File: src/rtl/npc_pkg.sv
// Shared NPC core definitions: RV32I opcodes, ALU encodings,
// immediate formats and the decode-stage control bundle.
package npc_pkg;

  localparam logic [6:0] OP_LUI    = 7'b0110111;
  localparam logic [6:0] OP_AUIPC  = 7'b0010111;
  localparam logic [6:0] OP_JAL    = 7'b1101111;
  localparam logic [6:0] OP_JALR   = 7'b1100111;
  localparam logic [6:0] OP_BRANCH = 7'b1100011;
  localparam logic [6:0] OP_LOAD   = 7'b0000011;
  localparam logic [6:0] OP_STORE  = 7'b0100011;
  localparam logic [6:0] OP_IMM    = 7'b0010011;
  localparam logic [6:0] OP_OP     = 7'b0110011;
  localparam logic [6:0] OP_SYSTEM = 7'b1110011;

  localparam logic [31:0] INST_EBREAK = 32'h0010_0073;

  typedef enum logic [3:0] {
    ALU_ADD   = 4'd0,
    ALU_SUB   = 4'd1,
    ALU_SLL   = 4'd2,
    ALU_SLT   = 4'd3,
    ALU_SLTU  = 4'd4,
    ALU_XOR   = 4'd5,
    ALU_SRL   = 4'd6,
    ALU_SRA   = 4'd7,
    ALU_OR    = 4'd8,
    ALU_AND   = 4'd9,
    ALU_COPYB = 4'd10
  } alu_op_e;

  typedef enum logic [2:0] {
    IMM_NONE = 3'd0,
    IMM_I    = 3'd1,
    IMM_S    = 3'd2,
    IMM_B    = 3'd3,
    IMM_U    = 3'd4,
    IMM_J    = 3'd5
  } imm_fmt_e;

  typedef enum logic {
    S_EMPTY = 1'b0,
    S_FULL  = 1'b1
  } idu_state_e;

  typedef struct packed {
    logic [4:0] rs1;
    logic [4:0] rs2;
    logic [4:0] rd;
    alu_op_e    alu_op;
    logic       alu_bsrc;
    logic       alu_asrc;
    logic       pca_src;
    logic       pcb_src;
    logic       branch;
    logic       reg_wen;
    logic       mem_ren;
    logic       mem_wen;
    logic [2:0] mem_width;
    logic       ebreak;
    logic       illegal;
  } idu_ctrl_t;

  // alt selects SUB/SRA; callers gate it for OP-IMM
  function automatic alu_op_e f3_alu(
    input logic [2:0] f3,
    input logic       alt
  );
    alu_op_e op;
    op = ALU_ADD;
    unique case (f3)
      3'b000: op = alt ? ALU_SUB : ALU_ADD;
      3'b001: op = ALU_SLL;
      3'b010: op = ALU_SLT;
      3'b011: op = ALU_SLTU;
      3'b100: op = ALU_XOR;
      3'b101: op = alt ? ALU_SRA : ALU_SRL;
      3'b110: op = ALU_OR;
      3'b111: op = ALU_AND;
      default: op = ALU_ADD;
    endcase
    return op;
  endfunction

endpackage

File: src/rtl/idu_decode_if.sv
// Fetch-to-decode and decode-to-execute handshakes plus the
// decoded bundle presented to execute.
interface idu_decode_if #(
  parameter int XLEN = 32
);

  logic            ifu_valid;
  logic [31:0]     ifu_inst;
  logic [XLEN-1:0] ifu_pc;
  logic            idu_ready;

  logic            exu_valid;
  logic            exu_ready;
  logic [XLEN-1:0] pc;
  logic [4:0]      rs1_addr;
  logic [4:0]      rs2_addr;
  logic [4:0]      rd_addr;
  logic [31:0]     imm;
  logic [3:0]      alu_op;
  logic            alu_bsrc;
  logic            alu_asrc;
  logic            pca_src;
  logic            pcb_src;
  logic            branch;
  logic            reg_wen;
  logic            mem_ren;
  logic            mem_wen;
  logic [2:0]      mem_width;
  logic            ebreak;
  logic            illegal;

  modport slave (
    input  ifu_valid,
    input  ifu_inst,
    input  ifu_pc,
    output idu_ready,
    output exu_valid,
    input  exu_ready,
    output pc,
    output rs1_addr,
    output rs2_addr,
    output rd_addr,
    output imm,
    output alu_op,
    output alu_bsrc,
    output alu_asrc,
    output pca_src,
    output pcb_src,
    output branch,
    output reg_wen,
    output mem_ren,
    output mem_wen,
    output mem_width,
    output ebreak,
    output illegal
  );

  modport master (
    output ifu_valid,
    output ifu_inst,
    output ifu_pc,
    input  idu_ready,
    input  exu_valid,
    output exu_ready,
    input  pc,
    input  rs1_addr,
    input  rs2_addr,
    input  rd_addr,
    input  imm,
    input  alu_op,
    input  alu_bsrc,
    input  alu_asrc,
    input  pca_src,
    input  pcb_src,
    input  branch,
    input  reg_wen,
    input  mem_ren,
    input  mem_wen,
    input  mem_width,
    input  ebreak,
    input  illegal
  );

endinterface

File: src/rtl/imm_gen.sv
// RV32I immediate extraction; every format sign-extends from
// inst[31]. Formats without an immediate yield zero.
module imm_gen
  import npc_pkg::*;
(
  input  logic [31:0] inst_i,
  input  imm_fmt_e    fmt_i,
  output logic [31:0] imm_o
);

  logic unused_opc;
  assign unused_opc = ^inst_i[6:0];

  logic s;
  assign s = inst_i[31];

  always_comb begin
    imm_o = '0;
    unique case (fmt_i)
      IMM_I: imm_o = {{20{s}}, inst_i[31:20]};
      IMM_S: imm_o = {{20{s}}, inst_i[31:25],
                      inst_i[11:7]};
      IMM_B: imm_o = {{19{s}}, s, inst_i[7],
                      inst_i[30:25], inst_i[11:8],
                      1'b0};
      IMM_U: imm_o = {inst_i[31:12], 12'b0};
      IMM_J: imm_o = {{11{s}}, s, inst_i[19:12],
                      inst_i[20], inst_i[30:21],
                      1'b0};
      default: imm_o = '0;
    endcase
  end

endmodule

File: src/rtl/idu_decode.sv
// Decode stage: RV32I decode into a one-entry output register
// with valid/ready handshakes on both sides.
module idu_decode
  import npc_pkg::*;
#(
  parameter int XLEN = 32
) (
  input logic         clk,
  input logic         rst,
  idu_decode_if.slave bus
);

  idu_state_e      state_q;
  idu_ctrl_t       ctrl_q;
  idu_ctrl_t       ctrl_d;
  logic [31:0]     imm_q;
  logic [31:0]     imm_d;
  logic [XLEN-1:0] pc_q;
  logic [XLEN-1:0] pc_d;
  imm_fmt_e        fmt;

  logic [31:0] inst;
  logic [6:0]  opc;
  logic [2:0]  f3;
  logic        full;
  logic        ready;
  logic        accept;
  logic        drain;

  logic is_lui;
  logic is_auipc;
  logic is_jal;
  logic is_jalr;
  logic is_br;
  logic is_ld;
  logic is_st;
  logic is_opi;
  logic is_op;
  logic is_ebreak;

  assign inst = bus.ifu_inst;
  assign opc  = inst[6:0];
  assign f3   = inst[14:12];
  assign pc_d = bus.ifu_pc;

  assign is_lui    = opc == OP_LUI;
  assign is_auipc  = opc == OP_AUIPC;
  assign is_jal    = opc == OP_JAL;
  assign is_jalr   = opc == OP_JALR;
  assign is_br     = opc == OP_BRANCH;
  assign is_ld     = opc == OP_LOAD;
  assign is_st     = opc == OP_STORE;
  assign is_opi    = opc == OP_IMM;
  assign is_op     = opc == OP_OP;
  assign is_ebreak = inst == INST_EBREAK;

  always_comb begin
    ctrl_d     = '0;
    fmt        = IMM_NONE;
    ctrl_d.rs1 = inst[19:15];
    ctrl_d.rs2 = inst[24:20];
    ctrl_d.rd  = inst[11:7];
    unique case (1'b1)
      is_lui: begin
        fmt             = IMM_U;
        ctrl_d.alu_op   = ALU_COPYB;
        ctrl_d.alu_bsrc = 1'b1;
        ctrl_d.reg_wen  = 1'b1;
      end
      is_auipc: begin
        fmt             = IMM_U;
        ctrl_d.alu_op   = ALU_ADD;
        ctrl_d.alu_asrc = 1'b1;
        ctrl_d.alu_bsrc = 1'b1;
        ctrl_d.reg_wen  = 1'b1;
      end
      // link value pc+4 is formed in EXU from operand A
      is_jal: begin
        fmt             = IMM_J;
        ctrl_d.alu_op   = ALU_ADD;
        ctrl_d.alu_asrc = 1'b1;
        ctrl_d.pca_src  = 1'b1;
        ctrl_d.reg_wen  = 1'b1;
      end
      is_jalr: begin
        fmt             = IMM_I;
        ctrl_d.alu_op   = ALU_ADD;
        ctrl_d.alu_asrc = 1'b1;
        ctrl_d.pca_src  = 1'b1;
        ctrl_d.pcb_src  = 1'b1;
        ctrl_d.reg_wen  = 1'b1;
      end
      is_br: begin
        fmt              = IMM_B;
        ctrl_d.alu_op    = ALU_SUB;
        ctrl_d.branch    = 1'b1;
        ctrl_d.mem_width = f3;
      end
      is_ld: begin
        fmt              = IMM_I;
        ctrl_d.alu_op    = ALU_ADD;
        ctrl_d.alu_bsrc  = 1'b1;
        ctrl_d.mem_ren   = 1'b1;
        ctrl_d.reg_wen   = 1'b1;
        ctrl_d.mem_width = f3;
      end
      is_st: begin
        fmt              = IMM_S;
        ctrl_d.alu_op    = ALU_ADD;
        ctrl_d.alu_bsrc  = 1'b1;
        ctrl_d.mem_wen   = 1'b1;
        ctrl_d.mem_width = f3;
      end
      is_opi: begin
        fmt             = IMM_I;
        ctrl_d.alu_op   = f3_alu(f3,
                            (f3 == 3'b101) & inst[30]);
        ctrl_d.alu_bsrc = 1'b1;
        ctrl_d.reg_wen  = 1'b1;
      end
      is_op: begin
        ctrl_d.alu_op  = f3_alu(f3, inst[30]);
        ctrl_d.reg_wen = 1'b1;
      end
      is_ebreak: ctrl_d.ebreak = 1'b1;
      default:   ctrl_d.illegal = 1'b1;
    endcase
  end

  imm_gen u_imm_gen (
    .inst_i (inst),
    .fmt_i  (fmt),
    .imm_o  (imm_d)
  );

  assign full   = state_q == S_FULL;
  assign ready  = !full || bus.exu_ready;
  assign accept = bus.ifu_valid && ready;
  assign drain  = full && bus.exu_ready;

  always_ff @(posedge clk) begin
    if (rst) begin
      state_q <= S_EMPTY;
      ctrl_q  <= '0;
      imm_q   <= '0;
      pc_q    <= '0;
    end else if (accept) begin
      state_q <= S_FULL;
      ctrl_q  <= ctrl_d;
      imm_q   <= imm_d;
      pc_q    <= pc_d;
    end else if (drain) begin
      state_q <= S_EMPTY;
    end
  end

  assign bus.idu_ready = ready;
  assign bus.exu_valid = full;
  assign bus.pc        = pc_q;
  assign bus.imm       = imm_q;
  assign bus.rs1_addr  = ctrl_q.rs1;
  assign bus.rs2_addr  = ctrl_q.rs2;
  assign bus.rd_addr   = ctrl_q.rd;
  assign bus.alu_op    = ctrl_q.alu_op;
  assign bus.alu_bsrc  = ctrl_q.alu_bsrc;
  assign bus.alu_asrc  = ctrl_q.alu_asrc;
  assign bus.pca_src   = ctrl_q.pca_src;
  assign bus.pcb_src   = ctrl_q.pcb_src;
  assign bus.branch    = ctrl_q.branch;
  assign bus.reg_wen   = ctrl_q.reg_wen;
  assign bus.mem_ren   = ctrl_q.mem_ren;
  assign bus.mem_wen   = ctrl_q.mem_wen;
  assign bus.mem_width = ctrl_q.mem_width;
  assign bus.ebreak    = ctrl_q.ebreak;
  assign bus.illegal   = ctrl_q.illegal;

endmodule

File: src/flat_wrapper.sv
// flat-port wrapper written by rule: the top's interface ports become plain ports
module idu_decode_flat import npc_pkg::*;
#(
  parameter int XLEN = 32
)
  (clk, rst, bus_ifu_valid, bus_ifu_inst, bus_ifu_pc, bus_idu_ready, bus_exu_valid, bus_exu_ready, bus_pc, bus_rs1_addr, bus_rs2_addr, bus_rd_addr, bus_imm, bus_alu_op, bus_alu_bsrc, bus_alu_asrc, bus_pca_src, bus_pcb_src, bus_branch, bus_reg_wen, bus_mem_ren, bus_mem_wen, bus_mem_width, bus_ebreak, bus_illegal);
  idu_decode_if #(.XLEN(XLEN)) bus_i ();
  input logic clk;
  input logic rst;
  input wire logic [$bits(bus_i.ifu_valid)-1:0] bus_ifu_valid;
  input wire logic [$bits(bus_i.ifu_inst)-1:0] bus_ifu_inst;
  input wire logic [$bits(bus_i.ifu_pc)-1:0] bus_ifu_pc;
  output wire logic [$bits(bus_i.idu_ready)-1:0] bus_idu_ready;
  output wire logic [$bits(bus_i.exu_valid)-1:0] bus_exu_valid;
  input wire logic [$bits(bus_i.exu_ready)-1:0] bus_exu_ready;
  output wire logic [$bits(bus_i.pc)-1:0] bus_pc;
  output wire logic [$bits(bus_i.rs1_addr)-1:0] bus_rs1_addr;
  output wire logic [$bits(bus_i.rs2_addr)-1:0] bus_rs2_addr;
  output wire logic [$bits(bus_i.rd_addr)-1:0] bus_rd_addr;
  output wire logic [$bits(bus_i.imm)-1:0] bus_imm;
  output wire logic [$bits(bus_i.alu_op)-1:0] bus_alu_op;
  output wire logic [$bits(bus_i.alu_bsrc)-1:0] bus_alu_bsrc;
  output wire logic [$bits(bus_i.alu_asrc)-1:0] bus_alu_asrc;
  output wire logic [$bits(bus_i.pca_src)-1:0] bus_pca_src;
  output wire logic [$bits(bus_i.pcb_src)-1:0] bus_pcb_src;
  output wire logic [$bits(bus_i.branch)-1:0] bus_branch;
  output wire logic [$bits(bus_i.reg_wen)-1:0] bus_reg_wen;
  output wire logic [$bits(bus_i.mem_ren)-1:0] bus_mem_ren;
  output wire logic [$bits(bus_i.mem_wen)-1:0] bus_mem_wen;
  output wire logic [$bits(bus_i.mem_width)-1:0] bus_mem_width;
  output wire logic [$bits(bus_i.ebreak)-1:0] bus_ebreak;
  output wire logic [$bits(bus_i.illegal)-1:0] bus_illegal;
  assign bus_i.ifu_valid = bus_ifu_valid;
  assign bus_i.ifu_inst = bus_ifu_inst;
  assign bus_i.ifu_pc = bus_ifu_pc;
  assign bus_idu_ready = bus_i.idu_ready;
  assign bus_exu_valid = bus_i.exu_valid;
  assign bus_i.exu_ready = bus_exu_ready;
  assign bus_pc = bus_i.pc;
  assign bus_rs1_addr = bus_i.rs1_addr;
  assign bus_rs2_addr = bus_i.rs2_addr;
  assign bus_rd_addr = bus_i.rd_addr;
  assign bus_imm = bus_i.imm;
  assign bus_alu_op = bus_i.alu_op;
  assign bus_alu_bsrc = bus_i.alu_bsrc;
  assign bus_alu_asrc = bus_i.alu_asrc;
  assign bus_pca_src = bus_i.pca_src;
  assign bus_pcb_src = bus_i.pcb_src;
  assign bus_branch = bus_i.branch;
  assign bus_reg_wen = bus_i.reg_wen;
  assign bus_mem_ren = bus_i.mem_ren;
  assign bus_mem_wen = bus_i.mem_wen;
  assign bus_mem_width = bus_i.mem_width;
  assign bus_ebreak = bus_i.ebreak;
  assign bus_illegal = bus_i.illegal;
  idu_decode #(.XLEN(XLEN)) u_core (.clk(clk), .rst(rst), .bus(bus_i));
endmodule
File: config.mk
export PLATFORM = sky130hd
export DESIGN_NAME = idu_decode_flat
export DESIGN_NICKNAME = d
export VERILOG_FILES = /design/src/rtl/npc_pkg.sv /design/src/rtl/idu_decode_if.sv /design/src/rtl/imm_gen.sv /design/src/rtl/idu_decode.sv /design/src/flat_wrapper.sv
export SDC_FILE = /design/constraint.sdc
export NUM_CORES = 1
export LEC_CHECK = 0
export BUFFER_PORTS_ARGS = -buffer_cell sky130_fd_sc_hd__buf_2
export CORE_UTILIZATION = 35
export CTS_CLUSTER_SIZE = 28
export DETAILED_ROUTE_END_ITERATION = 10
export PLACE_DENSITY = 0.57
export SLEW_MARGIN = 20
export SYNTH_ARGS = -nofsm -noshare
export SYNTH_HDL_FRONTEND = slang
export SYNTH_SLANG_ARGS = --single-unit
File: constraint.sdc
create_clock -name clk -period 3.1 [get_ports clk]
set_clock_uncertainty 0.05 [all_clocks]
set_input_delay 0.31 -clock clk [delete_from_list [all_inputs] [get_ports clk]]
set_output_delay 0.31 -clock clk [all_outputs]
set_load 0.02 [all_outputs]
# --- After elaboration in Yosys (flattened, before gate mapping) ---
# Cells that the tools add are included.
totals:
  ff_bits: 97
  inputBits: 68
  out_inout_bits: 98
op_classes:
  eq_ne: 22
  muxes: 22
  n_bitwise: 1
  reduce_logical: 14
op_table:
  columns: ["cell", "n"]
  rows:
  - ["32-bit one-hot mux with 5 select lines", 1]
  - ["4-bit one-hot mux with 8 select lines", 2]
  - ["32-bit by 21-bit equality test with 1-bit output, second input constant", 1]
  - ["7-bit by 6-bit equality test with 1-bit output, second input constant", 3]
  - ["7-bit equality test, second input constant", 3]
  - ["3-bit equality test, second input constant", 6]
  - ["1-bit 2-to-1 mux", 16]
  - ["4-bit one-hot mux with 4 select lines", 1]
  - ["3-bit one-hot mux with 5 select lines", 1]
  - ["7-bit by 5-bit equality test with 1-bit output, second input constant", 2]
  - ["3-bit by 2-bit equality test with 1-bit output, second input constant", 4]
  - ["10-bit OR reduction", 1]
  - ["3-bit OR reduction", 3]
  - ["7-bit by 2-bit equality test with 1-bit output, second input constant", 1]
  - ["7-bit OR reduction", 1]
  - ["3-bit by 1-bit equality test with 1-bit output, second input constant", 2]
  - ["5-bit OR reduction", 1]
  - ["2-bit OR reduction", 2]
  - ["3-bit zero test", 1]
  - ["3-bit 2-to-1 mux", 1]
  - ["1-bit logical AND", 2]
  - ["2-bit nonzero test", 1]
  - ["1-bit AND", 1]
  - ["1-bit zero test", 1]
  - ["1-bit logical OR", 1]

# --- Logic depth before layout (Yosys ltp) ---
logic_depth:
  depth_word: 5
  depth_mapped: 8
  ltp_nobuf: 5

# --- Hierarchy ---
# Synthesis repeated with hierarchy kept, for this count alone.
unflattened:
  cells_unflattened: 530
  area_unflattened_um2: 4142.7
by_module_without_submodules:
  columns: ["module", "n_inst", "cells_each", "area_per_inst_um2"]
  rows:
  - ["idu_decode", 1, 460, 3611.0]
  - ["imm_gen", 1, 70, 531.8]

# --- Least setup slack after synthesis ---
# OpenSTA, ideal clock, no wires.
synth_path:
  path_type: "reg-to-reg"
  startpoint: "reg u_core.state_q (netlist: u_core.bus.exu_valid)"
  endpoint: "reg u_core.imm_q[1] (netlist: u_core.bus.imm[1])"
  setup_time_ps: 66
  arrival_ps: 1707
  setup_slack_ps: 1277
  stages_incl_launch_ff: 7
  path_buffers: 2
  period_less_slack_ps: 1823
  path_cell_list: "dfxtp_1 nand2b_1 nand2_1 clkbuf_1 buf_1 nand2_1 a21oi_2"
synth_between:
  elab_chain_len: 3
synth_rtl:
  columns: ["element", "line", "text"]
  rows:
  - ["start, declared", "idu_decode.sv:13", "idu_state_e state_q;"]
  - ["start signal, assigned", "idu_decode.sv:143", "state_q <= S_EMPTY;"]
  - ["start signal, assigned", "idu_decode.sv:148", "state_q <= S_FULL;"]
  - ["start signal, assigned", "idu_decode.sv:153", "state_q <= S_EMPTY;"]
  - ["1-bit zero test", "idu_decode.sv:137", "assign ready = !full || bus.exu_ready;"]
  - ["1-bit logical OR", "idu_decode.sv:137", null]
  - ["net bus_idu_ready", "flat_wrapper.sv:13", "output wire logic [$bits(bus_i.idu_ready)-1:0] bus_idu_ready;"]
  - ["1-bit logical AND", "idu_decode.sv:138", "assign accept = bus.ifu_valid && ready;"]
  - ["end signal, assigned", "idu_decode.sv:150", "imm_q <= imm_d;"]
  - ["end, declared", "idu_decode.sv:16", "logic [31:0] imm_q;"]
# The timed path passes the listed nets, and every way through them passes these cells.
# A chain may end at the register's enable or synchronous reset.

# --- Final worst setup path ---
layout_path:
  startpoint: "reg u_core.state_q (netlist: u_core.bus.exu_valid)"
  endpoint: "reg u_core.ctrl_q, in the netlist u_core.bus.mem_width[0]"
layout_between:
  elab_chain_len: 3
layout_rtl:
  columns: ["element", "line", "text"]
  rows:
  - ["1-bit zero test", "idu_decode.sv:137", null]
  - ["1-bit logical OR", "idu_decode.sv:137", null]
  - ["1-bit logical AND", "idu_decode.sv:138", null]
  - ["end signal, assigned", "idu_decode.sv:149", "ctrl_q <= ctrl_d;"]
  - ["end, declared", "idu_decode.sv:14", "idu_ctrl_t ctrl_q;"]
# No other way between the ends.

==> results.sh <==
export IMPL_outcome="finished, final reports clean"
export IMPL_synth_nets=557
export IMPL_die_x_um=109
export IMPL_power_mw=2.83
export IMPL_cts_sinks=97
export IMPL_syn_area_mm2=0.00399
export IMPL_cpLargestDelayFamily="simple AND/OR/NAND/NOR gates"
export IMPL_synth_avg_cell_area_um2=8.16
export IMPL_via_per_inst=5.15
export IMPL_r2r_slack_ps=1150
export IMPL_timing_worst_slew_pin_value_ps=961
export IMPL_dieArea_mm2=0.0118
export IMPL_core_area_mm2=0.0110
export IMPL_insertion_delay_ps=340
export IMPL_power_frac_clock=0.415
export IMPL_final_area_mm2=0.00520
export IMPL_cts_tree="built"
export IMPL_wl_per_cell_um=15.4
export IMPL_synth_main_ff_cell="dfxtp_1"
export IMPL_period_needed_ps=1950
export IMPL_port_buffer_count=165
export IMPL_cts_buffers=9
export IMPL_num_antenna_cells=0
export IMPL_hold_end="u_core.bus.pc[7]"
export IMPL_yosys_top_cells_area="dfxtp_1, nand2_1, a21oi_1"
export IMPL_syn_to_final_growth_pct=30.2
export IMPL_first_iter_violations=260
export IMPL_synth_edf_count=0
export IMPL_grt_pass1_wl_um=18600
export IMPL_htree_levels=3
export IMPL_ctsResizeCount=0
export IMPL_cp_arrival_ps=2170
export IMPL_r2r_start="u_core.bus.exu_valid"
export IMPL_r2r_end="u_core.bus.mem_width[0]"
export IMPL_p_seq_frac=0.463
export IMPL_finalSetupViolCount=0
export IMPL_rsz0062_at_grt="false"
export IMPL_drc=0
export IMPL_internal_power_mw=2.13
export IMPL_drive_above_1_share=0.313
export IMPL_grt_overflow=0
export IMPL_crit_fanout=20
export IMPL_worstRegToRegCells=6
export IMPL_timing_fmax_mhz=514
export IMPL_ys_types=49
export IMPL_ir_drop_v=0.000293
export IMPL_grt_max_degree=52
export IMPL_ys_seq_area_frac=0.486
export IMPL_netlist_instances=489
export IMPL_io_pins=166
export IMPL_grt_usage=0.207
export IMPL_whs_path_depth=3
export IMPL_placed_area_mm2=0.00489
export IMPL_timing_slew_headroom=0.357
export IMPL_drt_first_pass_iters=4
export IMPL_final_common_cell="buf_2"
export IMPL_hp_start="bus_ifu_pc[7]"
export IMPL_postRouteWirelength_um=12000
export IMPL_yosysWarningCount=0
export IMPL_nNetsFinal=702
export IMPL_ant_nets=0
export IMPL_cts_root_buf="clkbuf_16"
export IMPL_ctsHoldBuffers=0
export IMPL_critPathMaxStageDelay_ps=510
export IMPL_ys_ff_latch=97
export IMPL_crit_buf_inv=1
export IMPL_cts_buffer_depth=2
export IMPL_switching_share=0.248
export IMPL_antenna_found_initial=0
export IMPL_fin_tns_setup_ps=0
export IMPL_whs_ps=152
export IMPL_path_cells="nand2b_1 > nand2_2 > buf_4 > nor4_1 > a22oi_1 > nor2_1"
export IMPL_powerDensity_mw_per_mm2=545
export IMPL_fin_cells=778
export IMPL_cp_start_kind="flip-flop"
export IMPL_p_leak_nw=2.25
export IMPL_final_cell_mix="buf_2, nand2_1, dfxtp_1"
export IMPL_fill_cells=1127
export IMPL_p_sw_mw=0.703
export IMPL_row_count=38
export IMPL_pwr_share_comb=0.123
export IMPL_start_util=0.364
export IMPL_finalWeightedCongestion=0.829
export IMPL_finalHoldViolations=0
export IMPL_slew_viol_final=0
export IMPL_die_y_um=109
export IMPL_hold_path_class="in2reg"
export IMPL_post_cts_buffers=0
export IMPL_worst_setup_path_end_kind="flip-flop"
export IMPL_synth_top_area_share=0.486
export IMPL_path_class="reg2reg"
export IMPL_dp_cells=763
export IMPL_cpMaxStageDelayCell="nor4_1"
export IMPL_critPathRequiredTime_ps=3330
export IMPL_timing_max_cap_violations=0
export IMPL_async_reset_ff_frac=0
export IMPL_grt_pass1_vias=3593
export IMPL_vias=4010
export IMPL_yosys_area_top_type="dfxtp_1"
export IMPL_timing_final_crit_share=0.628
export IMPL_clkTransAtPathRegs_ps=60
export IMPL_hpwl_um=8810
## layout make-up
cell class | count | area (um^2) | area share
timing repair buffer | 174 | 893 | 0.172
clock buffer | 12 | 246 | 0.0474
sequential | 97 | 1940 | 0.373
multi-input combinational | 350 | 1870 | 0.360
inverter | 2 | 7.51 | 0.00144
clock inverter | 3 | 65.1 | 0.0125
tap | 140 | 175 | 0.0337
## layer usage
metal  global-route usage  part of all wire  vias up
met5                    0                 0        -
li1                     -                 -     1987
met3               0.0472             0.066       17
met4               0.0985             0.026        0
met2                0.325              0.46      147
met1                0.269              0.45     1859
## Yosys cell counts (3+ instances only)
cell type,instances
a2bb2oi_1,5
nor4_1,7
buf_1,6
a21oi_2,5
o21ai_0,5
nand2_1,137
a21oi_1,68
nor3_1,7
a221oi_1,9
dfxtp_1,97
buf_2,6
nand4b_1,3
and2_1,3
nand2b_1,4
buf_4,3
a211oi_1,8
nand3_1,6
clkbuf_1,24
nor2b_1,3
nor2_1,22
o21ai_1,14
a22oi_1,7
a22o_1,7
## registers in the layout, summed over array words and instances (netlist names), 3 cells and up
signal	cells
u_core.bus.rd_addr	5
u_core.bus.imm	32
u_core.bus.rs1_addr	5
u_core.bus.rs2_addr	5
u_core.bus.alu_op	4
u_core.bus.mem_width	3
u_core.bus.pc	32
## kinds of logic (layout without fill, tap and decap cells)
family	count (synthesis)	in the layout	synth area share
multiplexers	2	2	0.00501
flip-flops	97	97	0.486
buffers and inverters	42	191	0.0461
AO/OA/AOI/OAI	143	143	0.233
AND/OR/NAND/NOR	205	205	0.229
## power by group through the flow
stage                     logic, mW  registers, mW  clock network (mW)
after detailed placement      0.351           1.34                   0
after floorplan               0.152           1.39                   0
final                         0.348           1.31                1.18
after CTS                     0.352           1.31                1.21
after global placement        0.349           1.34                   0
after global routing          0.385           1.31                1.26
## worst max-delay path by stage
| stage | start | end | slack [ps] | cells after the start |
|---|---|---|---|---|
| finish | u_core.bus.exu_valid | u_core.bus.mem_width[0] | 1150 | 6 |
| CTS | u_core.bus.exu_valid | u_core.bus.mem_width[0] | 1170 | 6 |
| detailed placement | bus_ifu_inst[4] | u_core.bus.imm[0] | 990 | 5 |
| global route | u_core.bus.exu_valid | u_core.bus.mem_width[2] | 1020 | 6 |
| global placement | bus_ifu_inst[4] | u_core.bus.imm[0] | 1050 | 5 |
| floorplan | u_core.bus.exu_valid | u_core.bus.imm[1] | 1280 | 6 |
## tightest hold or removal path, delay by kind of cell
kind / cells / cell delay [ps]
and+or+nand+nor: 1 / 40
buffers and inverters: 1 / 90
AOI/OAI and AO/OA: 1 / 50
## stage by stage
step	util	setup slack [ps]
floorplan	-	1280
global placement	0.445	1050
detailed placement	0.445	986
CTS	0.473	1170
global route	0.473	1020
finish	0.473	1150
Power figures use the tool's default switching activity.
